==> config.mk <==
export PLATFORM = sky130hd
export DESIGN_NAME = delay_probe_flat
export DESIGN_NICKNAME = d
export VERILOG_FILES = /design/src/rtl/delay_probe_if.sv /design/src/rtl/delay_probe.sv /design/src/flat_wrapper.sv
export SDC_FILE = /design/constraint.sdc
export NUM_CORES = 1
export LEC_CHECK = 0
export ABC_AREA = 1
export BUFFER_PORTS_ARGS = -buffer_cell sky130_fd_sc_hd__buf_2
export CAP_MARGIN = 20
export CORE_MARGIN = 10
export CORE_UTILIZATION = 25
export CTS_BUF_LIST = sky130_fd_sc_hd__clkbuf_8 sky130_fd_sc_hd__clkbuf_16
export DETAILED_ROUTE_END_ITERATION = 10
export GPL_TIMING_DRIVEN = 0
export PLACE_DENSITY_LB_ADDON = 0.05
export SETUP_SLACK_MARGIN = 0.1
export SLEW_MARGIN = 20
export SYNTH_ARGS = -nofsm -noshare
export SYNTH_HDL_FRONTEND = slang
export SYNTH_SLANG_ARGS = --single-unit
==> constraint.sdc <==
create_clock -name clk -period 1.8 [get_ports clk]
set_input_delay 0 -clock clk [delete_from_list [all_inputs] [get_ports clk]]
set_output_delay 0 -clock clk [all_outputs]
set_load 0.05 [all_outputs]
==> src/rtl/delay_probe_if.sv <==
// Probe-side bus of delay_probe: start/result handshake plus the data words
// exchanged with the delay line. err_cnt exists only with DELAY_PROBE_ERRCNT_EN.
interface delay_probe_if #(
  parameter int N  = 5,
  parameter int CW = 5
);
  logic          start;
  logic [N-1:0]  idata;
  logic [N-1:0]  odata;
  logic          busy;
  logic          done;
  logic          timeout;
  logic [CW-1:0] delay;
`ifdef DELAY_PROBE_ERRCNT_EN
  logic [7:0]    err_cnt;

  modport slave  (input  start, idata,
                  output odata, busy, done, timeout, delay, err_cnt);
  modport master (output start, idata,
                  input  odata, busy, done, timeout, delay, err_cnt);
`else
  modport slave  (input  start, idata,
                  output odata, busy, done, timeout, delay);
  modport master (output start, idata,
                  input  odata, busy, done, timeout, delay);
`endif
endinterface

==> src/rtl/delay_probe.sv <==
// Latency probe for a ce-gated delay line: flush, send one marker, count ce-cycles
// until it returns. Optional timeout counter: define DELAY_PROBE_ERRCNT_EN.
module delay_probe #(
  parameter int           N         = 5,
  parameter int           MAX_DELAY = 16,
  parameter logic [N-1:0] PATTERN   = 5'h15,
  parameter logic [N-1:0] IDLE_WORD = 5'h00
) (
  input  logic          clk,
  input  logic          rst_n,
  input  logic          ce,
  delay_probe_if.slave  bus
);
  localparam int            CW      = $clog2(MAX_DELAY + 1);
  localparam logic [CW-1:0] CNT_MAX = CW'(MAX_DELAY);

  typedef enum logic [1:0] {S_IDLE, S_FLUSH, S_WAIT} state_t;

  state_t        r_state, w_state;
  logic [CW-1:0] r_cnt,   w_cnt;
  logic [N-1:0]  r_odata, w_odata;
  logic          r_busy,  w_busy;
  logic          r_done,  w_done;
  logic          r_to,    w_to;
  logic [CW-1:0] r_delay, w_delay;

  always_ff @(posedge clk or negedge rst_n) begin
    if (!rst_n) begin
      r_state <= S_IDLE;
      r_cnt   <= '0;
      r_odata <= IDLE_WORD;
      r_busy  <= 1'b0;
      r_done  <= 1'b0;
      r_to    <= 1'b0;
      r_delay <= '0;
    end else begin
      r_state <= w_state;
      r_cnt   <= w_cnt;
      r_odata <= w_odata;
      r_busy  <= w_busy;
      r_done  <= w_done;
      r_to    <= w_to;
      r_delay <= w_delay;
    end
  end

  // Pulses default low every clk, so they stay one clk wide even when ce drops.
  always_comb begin
    w_state = r_state;
    w_cnt   = r_cnt;
    w_odata = r_odata;
    w_busy  = r_busy;
    w_done  = 1'b0;
    w_to    = 1'b0;
    w_delay = r_delay;
    if (ce) begin
      case (r_state)
        S_IDLE: begin
          w_odata = IDLE_WORD;
          if (bus.start) begin
            w_state = S_FLUSH;
            w_cnt   = '0;
            w_busy  = 1'b1;
          end
        end
        S_FLUSH: begin
          if (r_cnt == CNT_MAX) begin
            w_odata = PATTERN;
            w_cnt   = '0;
            w_state = S_WAIT;
          end else begin
            w_odata = IDLE_WORD;
            w_cnt   = r_cnt + CW'(1);
          end
        end
        S_WAIT: begin
          w_odata = IDLE_WORD;
          // Marker match takes priority over the timeout on the last count.
          if (bus.idata == PATTERN) begin
            w_delay = r_cnt;
            w_done  = 1'b1;
            w_busy  = 1'b0;
            w_state = S_IDLE;
          end else if (r_cnt == CNT_MAX) begin
            w_to    = 1'b1;
            w_busy  = 1'b0;
            w_state = S_IDLE;
          end else begin
            w_cnt   = r_cnt + CW'(1);
          end
        end
        default: begin
          w_state = S_IDLE;
          w_odata = IDLE_WORD;
          w_busy  = 1'b0;
        end
      endcase
    end
  end

`ifdef DELAY_PROBE_ERRCNT_EN
  logic [7:0] r_err_cnt;

  always_ff @(posedge clk or negedge rst_n) begin
    if (!rst_n)
      r_err_cnt <= 8'h00;
    else if (w_to && r_err_cnt != 8'hFF)
      r_err_cnt <= r_err_cnt + 8'h01;
  end

  assign bus.err_cnt = r_err_cnt;
`endif

  assign bus.odata   = r_odata;
  assign bus.busy    = r_busy;
  assign bus.done    = r_done;
  assign bus.timeout = r_to;
  assign bus.delay   = r_delay;

endmodule

==> src/flat_wrapper.sv <==
// flat-port wrapper written by rule: the top's interface ports become plain ports
module delay_probe_flat 
#(
  parameter int           N         = 5,
  parameter int           MAX_DELAY = 16,
  parameter logic [N-1:0] PATTERN   = 5'h15,
  parameter logic [N-1:0] IDLE_WORD = 5'h00
)
  (clk, rst_n, ce, bus_start, bus_idata, bus_odata, bus_busy, bus_done, bus_timeout, bus_delay);
  delay_probe_if #(.N(N), .CW(($clog2((16) + 1)))) bus_i ();
  input  logic clk;
  input  logic rst_n;
  input  logic ce;
  input wire logic [$bits(bus_i.start)-1:0] bus_start;
  input wire logic [$bits(bus_i.idata)-1:0] bus_idata;
  output wire logic [$bits(bus_i.odata)-1:0] bus_odata;
  output wire logic [$bits(bus_i.busy)-1:0] bus_busy;
  output wire logic [$bits(bus_i.done)-1:0] bus_done;
  output wire logic [$bits(bus_i.timeout)-1:0] bus_timeout;
  output wire logic [$bits(bus_i.delay)-1:0] bus_delay;
  assign bus_i.start = bus_start;
  assign bus_i.idata = bus_idata;
  assign bus_odata = bus_i.odata;
  assign bus_busy = bus_i.busy;
  assign bus_done = bus_i.done;
  assign bus_timeout = bus_i.timeout;
  assign bus_delay = bus_i.delay;
  delay_probe #(.N(N), .MAX_DELAY(MAX_DELAY), .PATTERN(PATTERN), .IDLE_WORD(IDLE_WORD)) u_core (.clk(clk), .rst_n(rst_n), .ce(ce), .bus(bus_i));
endmodule
## Word-level counts from Yosys, hierarchy flattened

Cells that the tools add are included.

| operators by class | value |
|---|---|
| reduce and logical (&&, ||, !) cells | 6 |
| add/subtract/negate cells | 1 |
| eq/ne operators | 9 |
| muxes and demuxes | 23 |
| bitwise logic cells | 1 |

Operators by type and width:

| kind | count |
|---|---|
| $mux 5 | 6 |
| $pmux 5 s3 | 1 |
| $eq 5x5->1 const B | 2 |
| $mux 1 | 10 |
| $mux 2 | 4 |
| $reduce_and 4->1 | 2 |
| $ne 2x2->1 const B | 3 |
| $pmux 2 s3 | 1 |
| $add 5x1->5 const B | 1 |
| $reduce_and 5->1 | 1 |
| $ne 3x1->1 const B | 1 |
| $pmux 1 s3 | 1 |
| $reduce_and 3->1 | 1 |
| $reduce_bool 3->1 | 1 |
| $eq 2x1->1 const B | 1 |
| $eq 2x2->1 const B | 1 |
| $logic_not 2->1 | 1 |
| $ne 2x1->1 const B | 1 |
| $not 1->1 | 1 |

| storage, ports and cells | value |
|---|---|
| output and inout port bits | 13 |
| register bits | 20 |
| logic and storage cells | 47 |
| bits of input ports | 9 |

## Depth between registers and ports, before layout

Gate-level depths: netlist (run 1).

| logic depth | value |
|---|---|
| word-level depth | 5 |
| mapped depth | 9 |

## Worst setup path before layout (run 1)

OpenSTA, ideal clock, no wires.

| path | value |
|---|---|
| kind | reg2reg |
| from | reg u_core.r_state[0] |
| to | reg u_core.r_cnt[3] |
| library setup time | 65 ps |
| data arrival time | 1215 ps |
| cell stages (with the launch flop) | 9 |
| setup slack | 520 ps |
| cells stage by stage | dfrtp_1 -> inv_1 -> ha_1 -> nor2_1 -> nor2_2 -> nand2_1 -> nor2_2 -> nand3_1 -> nand2_1 |

| on the way | value |
|---|---|
| longest elaborated chain between the ends | 3 |
| elaborated cells between the ends (all ways) | 9 |
| those cells by class | 5 x eq/ne; 1 x mux; 3 x reduce/logical |

Ends and longest elaborated chain:

| item | RTL line | source |
|---|---|---|
| start, declared | delay_probe.sv:19 | `state_t r_state, w_state;` |
| start signal, assigned | delay_probe.sv:37 | `r_state <= w_state;` |
| $eq 2x2->1 (tied with other cells) | delay_probe.sv:57 | `case (r_state)` |
| $ne 2x2->1 (no source line) or $reduce_bool 3->1 (tied branches) | - |  |
| $reduce_and 5->1 (no source line) | - |  |
| end signal, assigned | delay_probe.sv:38 | `r_cnt <= w_cnt;` |
| end, declared | delay_probe.sv:20 | `logic [CW-1:0] r_cnt, w_cnt;` |

Several ways; a longest one is shown, not always the timed one.
A chain may end at the register's enable or synchronous reset.

## Worst setup path after layout (run 1)

| path | value |
|---|---|
| from | reg u_core.r_state[0] |
| to | reg u_core.r_cnt[4] |

The elaborated chain is that of the path after synthesis.

==> impl_metrics.env, run 1 <==
export IMPL_status="completed"
export IMPL_gp_congestion=0.7433
export IMPL_ioPinCount=22
export IMPL_regArea_sq_um=400.4
export IMPL_synthTopCellsByArea="dfrtp_1, nand2_1, ha_1, nand3_1, inv_1"
export IMPL_wl_per_cell_um=11.55
export IMPL_drt_total_wl_um=2252
export IMPL_hold_viol=0
export IMPL_multi_input_area_sq_um=478.0
export IMPL_synth_xor_xnor_area_share_pct=0
export IMPL_synth_edff_count=0
export IMPL_drive_gt1_share_pct=27.21
export IMPL_ir_drop_uv=333.7
export IMPL_antenna_found_initial=0
export IMPL_syn_area_per_cell_sq_um=7.815
export IMPL_htree_levels=1
export IMPL_cts_hold_buf=1
export IMPL_drv_slew=0
export IMPL_post_synth_top_count_cell="nand2_1"
export IMPL_grt_overflow=0
export IMPL_synth_seq_cells=16
export IMPL_dieArea_sq_um=6684
export IMPL_first_pass_iters=4
export IMPL_final_nets=162
export IMPL_synth_fa_ha_area_share_pct=6.562
export IMPL_crit_path_end_kind="flip-flop"
export IMPL_cts_root_buffer="clkbuf_8"
export IMPL_cts_buffers=3
export IMPL_rsz0062_at_grt="false"
export IMPL_cellPowerDensity_nw_per_um2=1093
export IMPL_vias=819
export IMPL_tritoncts="built"
export IMPL_grtUsageTotal_pct=7.195
export IMPL_post_route_period_util_pct=83.61
export IMPL_clk_pin_slew_worst_paths_ns=0.07
export IMPL_yosys_cell_types_count=22
export IMPL_ctsResizeCount=0
export IMPL_post_route_drc_count=0
export IMPL_yosysTopAreaCellShare_pct=41.99
export IMPL_max_freq_mhz=664.5
export IMPL_setup_viol=0
export IMPL_synth_simple_area_share_pct=35.83
export IMPL_portBuffers=19
export IMPL_grt_max_degree=17
export IMPL_maxCapViolCount=0
export IMPL_crit_path_max_fanout=4
export IMPL_grt_pass1_wl_um=3753
export IMPL_critPathKind="reg2reg"
export IMPL_ys_top_cells_by_count="nand2_1, dfrtp_1, inv_1, nand3_1"
export IMPL_netlist_instances=122
export IMPL_initial_utilization_pct=26.04
export IMPL_clk_path_buf_depth=2
export IMPL_synthArstFlopShare_pct=100.0
export IMPL_hp_class="in2reg"
export IMPL_drt_initial_drc_count=25
export IMPL_synth_area_sq_um=953.4
export IMPL_p_leak_nw=0.6675
export IMPL_yosys_area_top_type="dfrtp_1"
export IMPL_seq_area_frac_synth_pct=41.99
export IMPL_synth_warnings=0
export IMPL_num_rows=22
export IMPL_dp_hpwl_um=1759
export IMPL_cts_setup_buffers=0
export IMPL_die_width_um=81.76
export IMPL_areaGrowthSynthToFinish_pct=23.49
export IMPL_cts_sinks=16
export IMPL_synth_top_family_by_area="simple AND/OR/NAND/NOR gates"
export IMPL_drtAntennaViolNets=0
export IMPL_fp_coreArea_sq_um=3661
export IMPL_synth_compound_area_share_pct=6.955
export IMPL_period_needed_ns=1.505
export IMPL_setup_tns_ns=0
export IMPL_die_height_um=81.76
export IMPL_grt_pass1_vias=826
export IMPL_synthFlopType="dfrtp_1"
export IMPL_cp_required_ns=1.99
export IMPL_final_core_util_pct=32.16
export IMPL_insertion_delay_ns=0.25
export IMPL_synth_mux_area_share_pct=0
export IMPL_via_per_inst=4.200
export IMPL_cp_data_arrival_time_ns=1.70
export IMPL_start_kind="flip-flop"
export IMPL_n_antenna_cell=0
export IMPL_fin_skew_ns=0.001533
export IMPL_fillers=407
[logic make-up after synthesis]
family,count (synthesis)
AO/OA/AOI/OAI,12
adder cells (fa/ha/maj),5
buffers and inverters,17
flip-flops,16
other,1
AND/OR/NAND/NOR,71
[layout make-up]
class | instances | share of cell area, %
multi-input cells | 90 | 40.60
flip-flops and latches | 16 | 34.01
repair buffers | 20 | 8.927
well taps | 48 | 5.101
clock buffers | 4 | 4.676
inverters | 13 | 4.145
plain buffers | 4 | 2.550
[worst paths after layout]
kind,startpoint,to,slack [ns],cells past startpoint
min reg2reg,u_core.bus.busy,u_core.bus.busy,0.48,2
min in group asynchronous,rst_n,u_core.bus.delay[2],0.20,2
max in group asynchronous,rst_n,u_core.r_cnt[1],1.34,2
min,ce,u_core.bus.odata[2],0.03,3
max,u_core.r_state[0],u_core.r_cnt[4],0.30,8
max reg2reg,u_core.r_state[0],u_core.r_cnt[4],0.30,8
[cell usage in the layout (no fill, tap or decap)]
master / instances
nand2_1: 41
buf_2: 19
dfrtp_1: 16
inv_1: 12
nand3_1: 10
o21ai_0: 6
nor2_1: 6
ha_1: 5
nor2_2: 4
buf_4: 4
clkbuf_8: 4
o21ai_1: 3
nand3_2: 2
nor3_1: 2
nand2_2: 2
conb_1: 2
nand2_4: 1
nor2_8: 1
inv_2: 1
nor3_2: 1
o21bai_1: 1
nand4_1: 1
a21oi_2: 1
a21oi_1: 1
dlygate4sd3_1: 1
[metrics by stage]
stage	worst slack [ns]	std cells	area (sq um)	hold slack (ns)	total power, W
3_3_place_gp	0.2963	190	1112	-0.05581	0.0009762
6_report	0.2951	195	1177	0.03235	0.001286
5_1_grt	0.1200	195	1177	0.06569	0.001399
2_1_floorplan	0.5201	123	957.2	-0.2956	0.0008444
3_5_place_dp	0.2775	190	1112	-0.05756	0.0009748
4_1_cts	0.2566	195	1177	0.02632	0.001312
[per-layer routing]
metal / part of all wire, % / vias up / global-route usage, %
met1: 45 / 360 / 8.486
li1: - / 430 / -
met4: 2.0 / 0 / 4.082
met5: 0 / - / 0
met2: 45 / 24 / 11.13
met3: 8.3 / 5 / 2.511
[report_power, final]
group          total (W)  switching (W)  internal [W]
logic           0.000504       0.000348      0.000156
clock network   0.000324       0.000129      0.000194
registers       0.000459      0.0000502      0.000409
total            0.00129       0.000527      0.000759
[critical path: stages (launching register included)]
cell	delay (ns)
dfrtp_1	0.37
inv_1	0.07
ha_1	0.36
nor2_1	0.08
nor2_2	0.14
nand2_1	0.08
nor2_2	0.17
nand3_1	0.10
nand2_1	0.07
[registers in the layout, summed over array words and instances (netlist names)]
name,flops
u_core.bus.delay,5
u_core.r_cnt,5
u_core.r_state,2
u_core.bus.busy,1
u_core.bus.done,1
u_core.bus.odata,1
u_core.bus.timeout,1
No activity file was read; power rests on OpenSTA's default activity.
==> inputs of run 2 (changes only) <==
- clock period: 1.8 -> 1.41 ns (I/O delays scaled with it)
==> impl_metrics.env, run 2 (synthesis gave the netlist of run 1 again) <==
export IMPL_wl_met1_um=1032
export IMPL_wl_per_cell_um=11.67
export IMPL_areaGrowthSynthToFinish_pct=38.32
export IMPL_critical_path_max_stage_delay_ns=0.38
export IMPL_grtUsageTotal_pct=7.752
export IMPL_antenna_found_initial=0
export IMPL_cellPowerDensity_nw_per_um2=1519
export IMPL_slowest_stage="dfrtp_1"
export IMPL_p_leak_nw=0.7107
export IMPL_final_cells=204
export IMPL_fillers=391
export IMPL_fin_ws_ns=0.07396
export IMPL_regToRegSetupSlack_ns=0.07
export IMPL_n_antenna_cell=0
export IMPL_postPlaceCellArea_sq_um=1112
export IMPL_cts_root_buffer="clkbuf_8"
export IMPL_multi_input_area_sq_um=550.5
export IMPL_path_depth=8
export IMPL_grt_pass1_vias=885
export IMPL_start_kind="flip-flop"
export IMPL_setup_viol=0
export IMPL_die_height_um=81.76
export IMPL_max_freq_mhz=748.5
export IMPL_critPathKind="reg2reg"
export IMPL_status="completed"
export IMPL_cp_cell_sequence="inv_2 > ha_4 > nor2_4 > nor2_4 > nand2_2 > nor2_4 > nand2_1 > o21ai_1"
export IMPL_num_rows=22
export IMPL_period_needed_ns=1.336
export IMPL_grt_max_degree=17
export IMPL_htree_levels=1
export IMPL_rsz0062_at_grt="true"
export IMPL_critPathTopFamily="simple AND/OR/NAND/NOR gates"
export IMPL_tritoncts="built"
export IMPL_ir_drop_uv=492.1
export IMPL_post_route_period_util_pct=94.75
export IMPL_cp_required_ns=1.59
export IMPL_post_route_drc_count=0
export IMPL_p_clk_share_pct=20.7
export IMPL_path_common_cell="nor2_4"
export IMPL_met2RoutedLength_um=1118
export IMPL_die_width_um=81.76
export IMPL_crit_path_max_fanout=4
export IMPL_hp_class="in2reg"
export IMPL_p_seq_share_pct=28.2
export IMPL_dr_wl_met3_um=185
export IMPL_drive_gt1_share_pct=40.38
export IMPL_path_buf_inv=1
export IMPL_maxCapViolCount=0
export IMPL_endpoint="u_core.r_cnt[1]"
export IMPL_insertion_delay_ns=0.25
export IMPL_ff2ff_path_depth=8
export IMPL_final_nets=171
export IMPL_cts_buffers=3
export IMPL_initial_utilization_pct=26.04
export IMPL_drt_initial_drc_count=46
export IMPL_hold_viol=0
export IMPL_dp_hpwl_um=1759
export IMPL_cts_sinks=16
export IMPL_final_core_util_pct=36.02
export IMPL_drt_total_wl_um=2381
export IMPL_p_switching_w=0.0008029
export IMPL_portBuffers=19
export IMPL_vias=865
export IMPL_drtAntennaViolNets=0
export IMPL_grt_overflow=0
export IMPL_layout_commonest_cell="nand2_1"
export IMPL_final_area_sq_um=1319
export IMPL_pwr_share_comb_pct=51.1
export IMPL_fp_coreArea_sq_um=3661
export IMPL_clk_path_buf_depth=2
export IMPL_via_per_inst=4.240
export IMPL_intPower_w=0.001200
export IMPL_sw_frac_of_total_pct=40.08
export IMPL_startpoint="u_core.r_state[0]"
export IMPL_reg2reg_to="u_core.r_cnt[1]"
export IMPL_drv_slew=0
export IMPL_dieArea_sq_um=6684
export IMPL_clk_pin_slew_worst_paths_ns=0.07
export IMPL_mostFrequentLayoutCells="nand2_1, buf_2, dfrtp_1"
export IMPL_pre_cts_ws_ns=-0.1125
export IMPL_first_pass_iters=4
export IMPL_crit_path_end_kind="flip-flop"
export IMPL_cp_data_arrival_time_ns=1.52
export IMPL_grt_pass1_wl_um=4064
export IMPL_ioPinCount=22
export IMPL_rr_startpoint="u_core.r_state[0]"
export IMPL_top_layer="met4"
export IMPL_gp_congestion=0.7433
export IMPL_regArea_sq_um=401.6
export IMPL_dp_cells=190
export IMPL_fin_skew_ns=0.002353
==> run 2: cell types whose count changed in the layout (fill, tap and decap cells not counted), sizes merged <==
| cell | before | now |
|---|---|---|
| buf | 23 | 32 |
==> run 2: per-layer routing <==
layer  vias to the layer above  global-route usage [%]
met3                         4                   2.511
met2                        27                   12.46
li1                        449                       -
met4                         0                   4.592
met1                       385                   8.803
met5                         -                       0
==> run 2: worst reg2reg max path, delay by kind of cell, from the launching register on <==
kind / cells / cell delay, ns
fa+ha+maj: 1 / 0.30
simple gates: 5 / 0.45
flops: 1 / 0.38
compound gates: 1 / 0.07
buf+inv: 1 / 0.08
==> run 2: through the flow <==
stage | TNS [ns] | power (W) | hold WS, ns
2_1_floorplan | 0 | 0.001078 | -0.2956
3_3_place_gp | -0.2990 | 0.001246 | -0.05581
3_5_place_dp | -0.3732 | 0.001244 | -0.05756
4_1_cts | 0 | 0.001989 | 0.04510
5_1_grt | -0.04964 | 0.002164 | 0.07972
6_report | 0 | 0.002003 | 0.05136
==> run 2: power groups by stage <==
stage                     registers (W)  clock network (W)  logic, W
final                          0.000564           0.000415   0.00102
after floorplan                0.000638                  0  0.000440
after CTS                      0.000561           0.000433  0.000995
after global placement         0.000593                  0  0.000653
after detailed placement       0.000594                  0  0.000650
after global routing           0.000570           0.000456   0.00114
==> run 2: worst min-delay path by stage <==
stage	startpoint	end	slack, ns	depth (start not counted)
floorplan	rst_n	u_core.bus.busy	-0.30	0
global placement	rst_n	u_core.bus.delay[2]	-0.06	1
detailed placement	rst_n	u_core.bus.delay[2]	-0.06	1
CTS	ce	u_core.bus.odata[2]	0.05	3
global route	ce	u_core.bus.odata[2]	0.08	3
finish	ce	u_core.bus.odata[2]	0.05	3
==> run 2: what timing repair did <==
action,4_1_cts,5_1_grt
endpoints found under the setup margin,8,8
buffers inserted,9,0
gates resized for setup,18,2
pin swaps,8,5
hold endpoints to repair,16,0
hold buffers,1,0
==> run 2: layout make-up <==
| class | count | share of cell area, % |
|---|---|---|
| Multi-Input combinational cell | 90 | 41.75 |
| Sequential cell | 16 | 30.46 |
| Timing Repair Buffer | 29 | 13.09 |
| Tap cell | 48 | 4.554 |
| Clock buffer | 4 | 4.175 |
| Inverter | 13 | 3.700 |
| Buffer | 4 | 2.277 |
